==> src/rtl/led_pwm_output.sv <==
// led_pwm_output: register-mapped 4-channel LED PWM dimmer; blink logic built only with LED_PWM_BLINK_EN
module led_pwm_output (
    input  logic        CLK_mips,
    input  logic        RST_n,
    input  logic        WE,
    input  logic [1:0]  addr,
    input  logic [31:0] write_data,
    output logic [31:0] read_data,
    input  logic [3:0]  LED_in,
    output logic [3:0]  LED_out
);
    logic        r_enable;
    logic [15:0] r_duty;
    logic [7:0]  r_prescale;
    logic [7:0]  r_pre_cnt;
    logic [3:0]  r_pwm_cnt;
    logic [3:0]  r_led_out;
    logic [3:0]  w_blink_mask;
    logic        w_blink_phase;
    logic        w_tick;
    logic        w_wr_ctrl;
    logic        w_wr_duty;
    logic        w_wr_pre;
    logic [3:0]  w_on;
    logic [3:0]  w_led_next;
    logic        w_unused;

    assign w_unused  = ^write_data[31:16];
    assign w_wr_ctrl = WE && addr == 2'd0;
    assign w_wr_duty = WE && addr == 2'd1;
    assign w_wr_pre  = WE && addr == 2'd2;
    assign w_tick    = r_pre_cnt == r_prescale;

`ifdef LED_PWM_BLINK_EN
    logic [3:0] r_blink_mask;
    logic [4:0] r_blink_cnt;

    // blink mask register and blink counter advancing once per PWM period
    always_ff @(posedge CLK_mips or negedge RST_n) begin
        if (!RST_n) begin
            r_blink_mask <= '0;
            r_blink_cnt  <= '0;
        end else begin
            if (w_wr_ctrl)
                r_blink_mask <= write_data[7:4];
            if (w_wr_pre)
                r_blink_cnt <= '0;
            else if (w_tick && r_pwm_cnt == 4'hF)
                r_blink_cnt <= r_blink_cnt + 5'd1;
        end
    end

    assign w_blink_mask  = r_blink_mask;
    assign w_blink_phase = r_blink_cnt[4];
`else
    assign w_blink_mask  = '0;
    assign w_blink_phase = 1'b0;
`endif

    // configuration registers; STATUS writes fall through untouched
    always_ff @(posedge CLK_mips or negedge RST_n) begin
        if (!RST_n) begin
            r_enable   <= 1'b0;
            r_duty     <= 16'hFFFF;
            r_prescale <= '0;
        end else begin
            if (w_wr_ctrl)
                r_enable <= write_data[0];
            if (w_wr_duty)
                r_duty <= write_data[15:0];
            if (w_wr_pre)
                r_prescale <= write_data[7:0];
        end
    end

    // prescaler and PWM counters; a PRESCALE write restarts them and beats a pending tick
    always_ff @(posedge CLK_mips or negedge RST_n) begin
        if (!RST_n) begin
            r_pre_cnt <= '0;
            r_pwm_cnt <= '0;
        end else if (w_wr_pre) begin
            r_pre_cnt <= '0;
            r_pwm_cnt <= '0;
        end else begin
            r_pre_cnt <= w_tick ? 8'd0 : r_pre_cnt + 8'd1;
            r_pwm_cnt <= w_tick ? r_pwm_cnt + 4'd1 : r_pwm_cnt;
        end
    end

    // per-channel PWM compare; duty 15 is full on, duty 0 never on
    always_comb begin
        w_on = '0;
        for (int i = 0; i < 4; i++)
            w_on[i] = (r_duty[4*i +: 4] == 4'hF) || (r_pwm_cnt < r_duty[4*i +: 4]);
    end

    assign w_led_next = r_enable ? (LED_in & w_on & ~(w_blink_mask & {4{w_blink_phase}})) : LED_in;

    // LED pin drive register, one cycle behind its inputs
    always_ff @(posedge CLK_mips or negedge RST_n) begin
        if (!RST_n)
            r_led_out <= '0;
        else
            r_led_out <= w_led_next;
    end

    assign LED_out = r_led_out;

    // combinational register read mux
    always_comb begin
        read_data = addr == 2'd0 ? {24'h0, w_blink_mask, 3'b000, r_enable} :
                    addr == 2'd1 ? {16'h0, r_duty} :
                    addr == 2'd2 ? {24'h0, r_prescale} :
                                   {23'h0, w_blink_phase, 4'h0, r_pwm_cnt};
    end
endmodule

==> config.mk <==
export PLATFORM = sky130hd
export DESIGN_NAME = led_pwm_output
export DESIGN_NICKNAME = d
export VERILOG_FILES = /design/src/rtl/led_pwm_output.sv
export SDC_FILE = /design/constraint.sdc
export NUM_CORES = 1
export LEC_CHECK = 0
export ABC_CLOCK_PERIOD_IN_PS = 1900
export CORE_ASPECT_RATIO = 1.2
export CORE_MARGIN = 2
export CORE_UTILIZATION = 47
export DETAILED_ROUTE_END_ITERATION = 16
export GPL_TIMING_DRIVEN = 0
export PLACE_DENSITY = 0.81
export SETUP_SLACK_MARGIN = 0.3
export SYNTH_ARGS = -nofsm -noshare
export SYNTH_HDL_FRONTEND = slang
export SYNTH_SLANG_ARGS = --single-unit
==> constraint.sdc <==
create_clock -name CLK_mips -period 1.9 [get_ports CLK_mips]
set_clock_uncertainty 0.15 [all_clocks]
set_input_delay 0.38 -clock CLK_mips [delete_from_list [all_inputs] [get_ports CLK_mips]]
set_output_delay 0.38 -clock CLK_mips [all_outputs]
set_load 0.01 [all_outputs]
==> results.toml, run 1 <==
[sta]
finalSetupViolations = 0
tightest_slew_ns = 0.9377
slew_headroom_pct = 37.49
timing.final.crit_share_pct = 99.65
fin_ws_ns = 0.006680
fin_crit_ns = 1.893
hold_viol = 0
final-max-slew-violation-count = 0
rsz0062_at_grt = "yes"
clock.fmax_ghz = 0.5282

[power_and_ir_drop]
pwr-share-comb_pct = 39.6
sequentialPowerShare_pct = 41.5
powerDensity_mw_per_mm2 = 854.3
vdd_drop_max_v = 0.0006050
leakage_uw = 0.001791
pwr-share-clk_pct = 18.9
p_int_uw = 2033
p_sw_uw = 997.5
swShare_pct = 32.92

[worst_setup_path]
crit_start = "r_pwm_cnt[0]$_DFFE_PN0P_"
cp.arrival_ns = 1.36
worstPathRequired_ns = 1.37
end_kind = "output port"
critical_path_class = "flop to output port"
reg2regPathDepth = 6
r2r-end = "LED_out[0]$_DFF_PN0_"
ff2ff_setup_slack_ns = 0.27
path_max_fanout = 2
rr_startpoint = "r_pwm_cnt[1]$_DFFE_PN0P_"
worstSetupStartpointType = "flop"

[placed_design]
hpwlAfterDp_um = 3743
portBuffers = 43
place_congestion = 0.8219
dpl_worst_slack_ns = -0.8917

[floorplanning]
die_h_um = 83.13
core_mm2 = 0.004975
rows = 28
die_w_um = 69.94
ios = 77
start_util_pct = 49.30
dieArea_mm2 = 0.005814

[synthesis]
ys_seq_area_share_pct = 42.65
ys_seq_elements = 41
synthCells = 234
ys.warnings.count = 0
ys_types = 35
netlist_area_mm2 = 0.002452
synth.avg_cell_area_um2 = 10.48

[route]
ant_nets = 0
route.detailed.drc = 0
dr.pass1.iters = 4
dr.first_iter.drc_count = 75
vias = 1967
wire_per_inst_um = 15.10
viasPerCell = 4.967
wirelength_um = 5979

[global_routing]
grt_overflow = 0
grt_pass1_wl_um = 9563
grt_max_degree = 42
antenna_found_initial = 0
grt_use_total_pct = 20.80
grt_pass1_vias = 1952

[clock_tree]
cts_tree = "yes"
cts.sinks = 41
htree_levels = 2
cts_root_buffer = "clkbuf_8"
cts_buffers = 5
insertion_delay_ns = 0.30
clk_pin_slew_ns = 0.09
cts.path.max_buffers = 2

[final_layout]
nets = 390
syn_to_final_growth_pct = 44.64
antennaDiodeCount = 0
fin_util_pct = 71.30
drive_above_1_share_pct = 47.92

[run]
drv_cap = 0

[run_status]
run_status = "completed"

[hold_path]
hold_class = "input pin to asynchronous set/reset pin"
## cells in the mapped netlist, drive strengths merged
cell type	count	area (µm²)
or2	1	6.260
inv	13	48.80
o21ai	4	23.77
nand3	3	15.01
nand2	37	146.4
nor2	13	56.30
buf	21	171.4
conb	1	3.750
nand2b	5	31.28
mux2i	2	20.02
xnor2	11	96.34
nand4	7	43.79
dfrtp	25	625.6
a21oi	5	25.02
o21a	4	30.03
ha	14	175.2
mux2	17	229.0
xor2	4	35.03
a22o	7	61.31
and3	2	12.51
mux4	1	26.28
a31o	1	8.760
dfstp	16	420.4
clkbuf	1	3.750
and2	9	56.30
a21o	8	60.06
nor2b	2	20.02
## sequential cells by signal, indices dropped and copies added (netlist names)
register,cells
r_pwm_cnt,4
r_duty,16
r_enable,1
r_pre_cnt,8
LED_out,4
r_prescale,8
## repair_timing
item | CTS | global route
gates resized for setup | 114 | 25
setup endpoints to repair | 60 | 31
setup buffers | 24 | 11
gates cloned | 1 | 0
pin swaps | 32 | 35
hold buffers | 0 | 0
## per-stage QoR
| stage | hold slack (ns) | cells | TNS, ns | power [µW] | area [µm²] |
|---|---|---|---|---|---|
| floorplan | -0.06559 | 249 | 0 | 1859 | 2510 |
| global placement | 0.3525 | 352 | -37.80 | 2125 | 3015 |
| detailed placement | 0.3672 | 352 | -17.64 | 2168 | 3010 |
| CTS | 0.09001 | 385 | -0.001092 | 2940 | 3361 |
| global route | 0.1470 | 396 | -0.02921 | 3210 | 3547 |
| finish | 0.07423 | 396 | 0 | 3030 | 3547 |
## power groups by stage
stage               Clock [µW]  Sequential (µW)  Combinational, µW
floorplan                    0             1250                604
global placement             0             1310                819
detailed placement           0             1320                852
CTS                        583             1250               1100
global route               621             1280               1310
finish                     573             1260               1200
## per-layer routing
metal	global-route usage (%)	vias to the layer above	wire, µm	part of all wire, %
li1	-	951	-	-
met1	25.57	953	2381	40
met2	37.23	55	3286	55
met3	4.369	8	246	4.1
met4	4.545	0	65	1.1
met5	0	-	0	0
## cell families (layout without fill, tap and decap cells)
group | Yosys count | count (layout) | share of synthesized area [%]
compound gates | 29 | 29 | 8.520
mux | 20 | 20 | 11.22
other cells | 1 | 16 | 0.1529
simple gates | 79 | 79 | 15.82
xor+xnor | 15 | 15 | 5.357
buf+inv | 35 | 122 | 9.132
fa+ha+maj | 14 | 14 | 7.143
flops | 41 | 41 | 42.65
## critical path, cell delays in order, from the launching register on
cell and delay (ns):
dfrtp_2 0.43, mux4_2 0.50, buf_6 0.14
## worst max-delay path by stage
| stage | to | slack [ns] | depth (start not counted) |
|---|---|---|---|
| 2_1_floorplan | LED_out[1]$_DFF_PN0_ | 0.31 | 6 |
| 3_3_place_gp | read_data[6] | -0.86 | 5 |
| 3_5_place_dp | read_data[7] | -0.89 | 5 |
| 4_1_cts | read_data[0] | -0.001 | 2 |
| 5_1_grt | read_data[0] | -0.02 | 2 |
| 6_report | read_data[0] | 0.007 | 2 |
## final cells by class
cell class	count	area (µm²)
clock inverters	3	17.52
inverters	13	48.80
multi-input cells	173	1388
well taps	60	75.07
flip-flops and latches	41	1052
clock buffers	5	68.82
plain buffers	22	195.2
repair buffers	79	701.9
fillers	366	1428
## cell usage in the layout, fill, tap and decap left out, drive strengths merged, types with 5 or more instances in the layout
master / synthesis / routed
clkdlybuf4s50: 0 / 21
mux2: 17 / 17
a21oi: 5 / 5
inv: 13 / 13
a21o: 8 / 8
buf: 21 / 76
ha: 14 / 14
nor2: 13 / 13
dfstp: 16 / 16
xnor2: 11 / 11
clkbuf: 1 / 5
nand4: 7 / 7
dfrtp: 25 / 25
and2: 9 / 9
conb: 1 / 16
a22o: 7 / 7
nand2: 37 / 37
nand2b: 5 / 5
(Power assumes the default switching activity.)
==> run 2: changes to the inputs <==
CORE_MARGIN = not set   (was 2)
CTS_BUF_LIST = sky130_fd_sc_hd__clkbuf_16   (was not set)
PLACE_DENSITY = 0.79   (was 0.81)
==> run 2 against run 1 <==
Compared with the run above: die area shrank 5.2%; critical path type unchanged; largest cell class unchanged; flip-flop and latch count is the same; design area grew 2.0%; first-iteration DRC count is the same; largest power group unchanged; non-clock buffer count grew 1.
==> results.toml, run 2 (same netlist as run 1, synthesis figures left out) <==
[run_status]
run_status = "completed"

[worst_setup_path]
worstPathRequired_ns = 1.37
critical_path_class = "flop to output port"
path_max_fanout = 3
end_kind = "output port"
cp.arrival_ns = 1.33
worstSetupStartpointType = "flop"

[power_and_ir_drop]
vdd_drop_max_v = 0.0008701
swShare_pct = 31.29
powerDensity_mw_per_mm2 = 926.3
sequentialPowerShare_pct = 38.1
leakage_uw = 0.001830
p_total_uw = 3350
p_int_uw = 2302
pwr-share-clk_pct = 24.1
pwr-share-comb_pct = 37.8
p_sw_uw = 1048

[route]
ant_nets = 0
dr.first_iter.drc_count = 75
viasPerCell = 5.103
vias = 2026
route.detailed.drc = 0
wire_per_inst_um = 16.04
wirelength_um = 6366
dr.pass1.iters = 4

[sta]
finalSetupViolations = 0
rsz0062_at_grt = "yes"
slew_headroom_pct = 38.47
final-max-slew-violation-count = 0
clock.fmax_ghz = 0.5364
finalSetupTns_ns = 0
tightest_slew_ns = 0.9229
timing.final.crit_share_pct = 98.12
fin_crit_ns = 1.864
hold_viol = 0

[final_layout]
final_common_cell = "buf_4"
final_cell_mix = "44 x buf_4, 36 x nand2_1, 21 x clkdlybuf4s50_1"
stdcell_count = 397
reg_top3 = "r_duty: 16 flops, r_pre_cnt: 8 flops, r_prescale: 8 flops"
regMostFlops = "r_duty"
fin_util_pct = 72.71
syn_to_final_growth_pct = 47.50
largest_reg_flops = 16
drive_above_1_share_pct = 47.18
antennaDiodeCount = 0
nets = 391

[clock_tree]
cts_buffers = 5
cts_root_buffer = "clkbuf_16"
cts.sinks = 41
holdBufCountCts = 0
cts_tree = "yes"
clk_pin_slew_ns = 0.06
insertion_delay_ns = 0.28
htree_levels = 2
cts.path.max_buffers = 2

[placed_design]
portBuffers = 43
hpwlAfterDp_um = 3682
dp.cells = 352
place_congestion = 0.8381

[global_routing]
grt_overflow = 0
antenna_found_initial = 0
grt_max_degree = 42
grt_use_total_pct = 23.44
grt_pass1_vias = 2016
grt_pass1_wl_um = 9287

[floorplanning]
ios = 77
core_mm2 = 0.004975
rows = 28
die_h_um = 81.13
start_util_pct = 49.30
dieArea_mm2 = 0.005512
die_w_um = 67.94

[run]
drv_cap = 0

[hold_path]
hold_class = "input pin to asynchronous set/reset pin"
## run 2: cell types whose count changed in the layout (fill, tap and decap cells not counted), sizes merged
cell | previous run | this run
clkinvlp | 1 | 0
clkinv | 2 | 3
buf | 76 | 77
## run 2: timing repair
item	CTS	global route
buffers inserted	23	12
gates cloned	2	0
pin swaps	31	35
resized for setup	112	32
endpoints found under the setup margin	60	32
## run 2: power groups by stage
stage | registers (µW) | clock network (µW) | logic [µW]
floorplan | 1250 | 0 | 604
global placement | 1310 | 0 | 821
detailed placement | 1320 | 0 | 846
CTS | 1280 | 807 | 1040
global route | 1300 | 857 | 1380
finish | 1280 | 808 | 1270
## run 2: layout make-up
type / instances / area, µm²
Tap cell: 60 / 75.07
Buffer: 22 / 198.9
Inverter: 13 / 48.80
Clock buffer: 5 / 125.1
Multi-Input combinational cell: 173 / 1380
Sequential cell: 41 / 1054
Clock inverter: 3 / 12.51
Timing Repair Buffer: 80 / 723.2
Fill cell: 334 / 1358
## run 2: per-layer routing
layer / global-route usage, % / share of wire, % / vias up
met4: 11.67 / 3.2 / 0
met3: 5.478 / 4.5 / 21
li1: - / - / 953
met2: 40.20 / 52 / 68
met5: 0 / 0 / -
met1: 26.68 / 41 / 984
## run 2: worst max-delay path: stages, from the launching register on
cell and delay, ns:
dfrtp_1 0.42, mux4_2 0.49, buf_6 0.14
## run 2: final timing paths
kind	depth (start not counted)	to	start	slack [ns]
worst max-delay path	2	read_data[0]	r_prescale[0]$_DFFE_PN0P_	0.04
worst min-delay path	1	r_prescale[2]$_DFFE_PN0P_	RST_n	0.08
worst max register to register	7	LED_out[0]$_DFF_PN0_	r_duty[2]$_DFFE_PN1P_	0.13
worst min register to register	2	r_prescale[6]$_DFFE_PN0P_	r_prescale[6]$_DFFE_PN0P_	0.40
max in group asynchronous	1	r_pwm_cnt[3]$_DFFE_PN0P_	RST_n	0.88
min in group CLK_mips	4	r_enable$_DFFE_PN0P_	addr[1]	0.33
## run 2: metrics by stage
| step | instance area (µm²) | worst slack (ns) | hold slack, ns |
|---|---|---|---|
| 2_1_floorplan | 2510 | 0.3107 | -0.06559 |
| 3_3_place_gp | 3015 | -0.8611 | 0.3585 |
| 3_5_place_dp | 3010 | -0.8592 | 0.3668 |
| 4_1_cts | 3407 | 0.03888 | 0.1116 |
| 5_1_grt | 3617 | 0.01409 | 0.1542 |
| 6_report | 3617 | 0.03566 | 0.08445 |
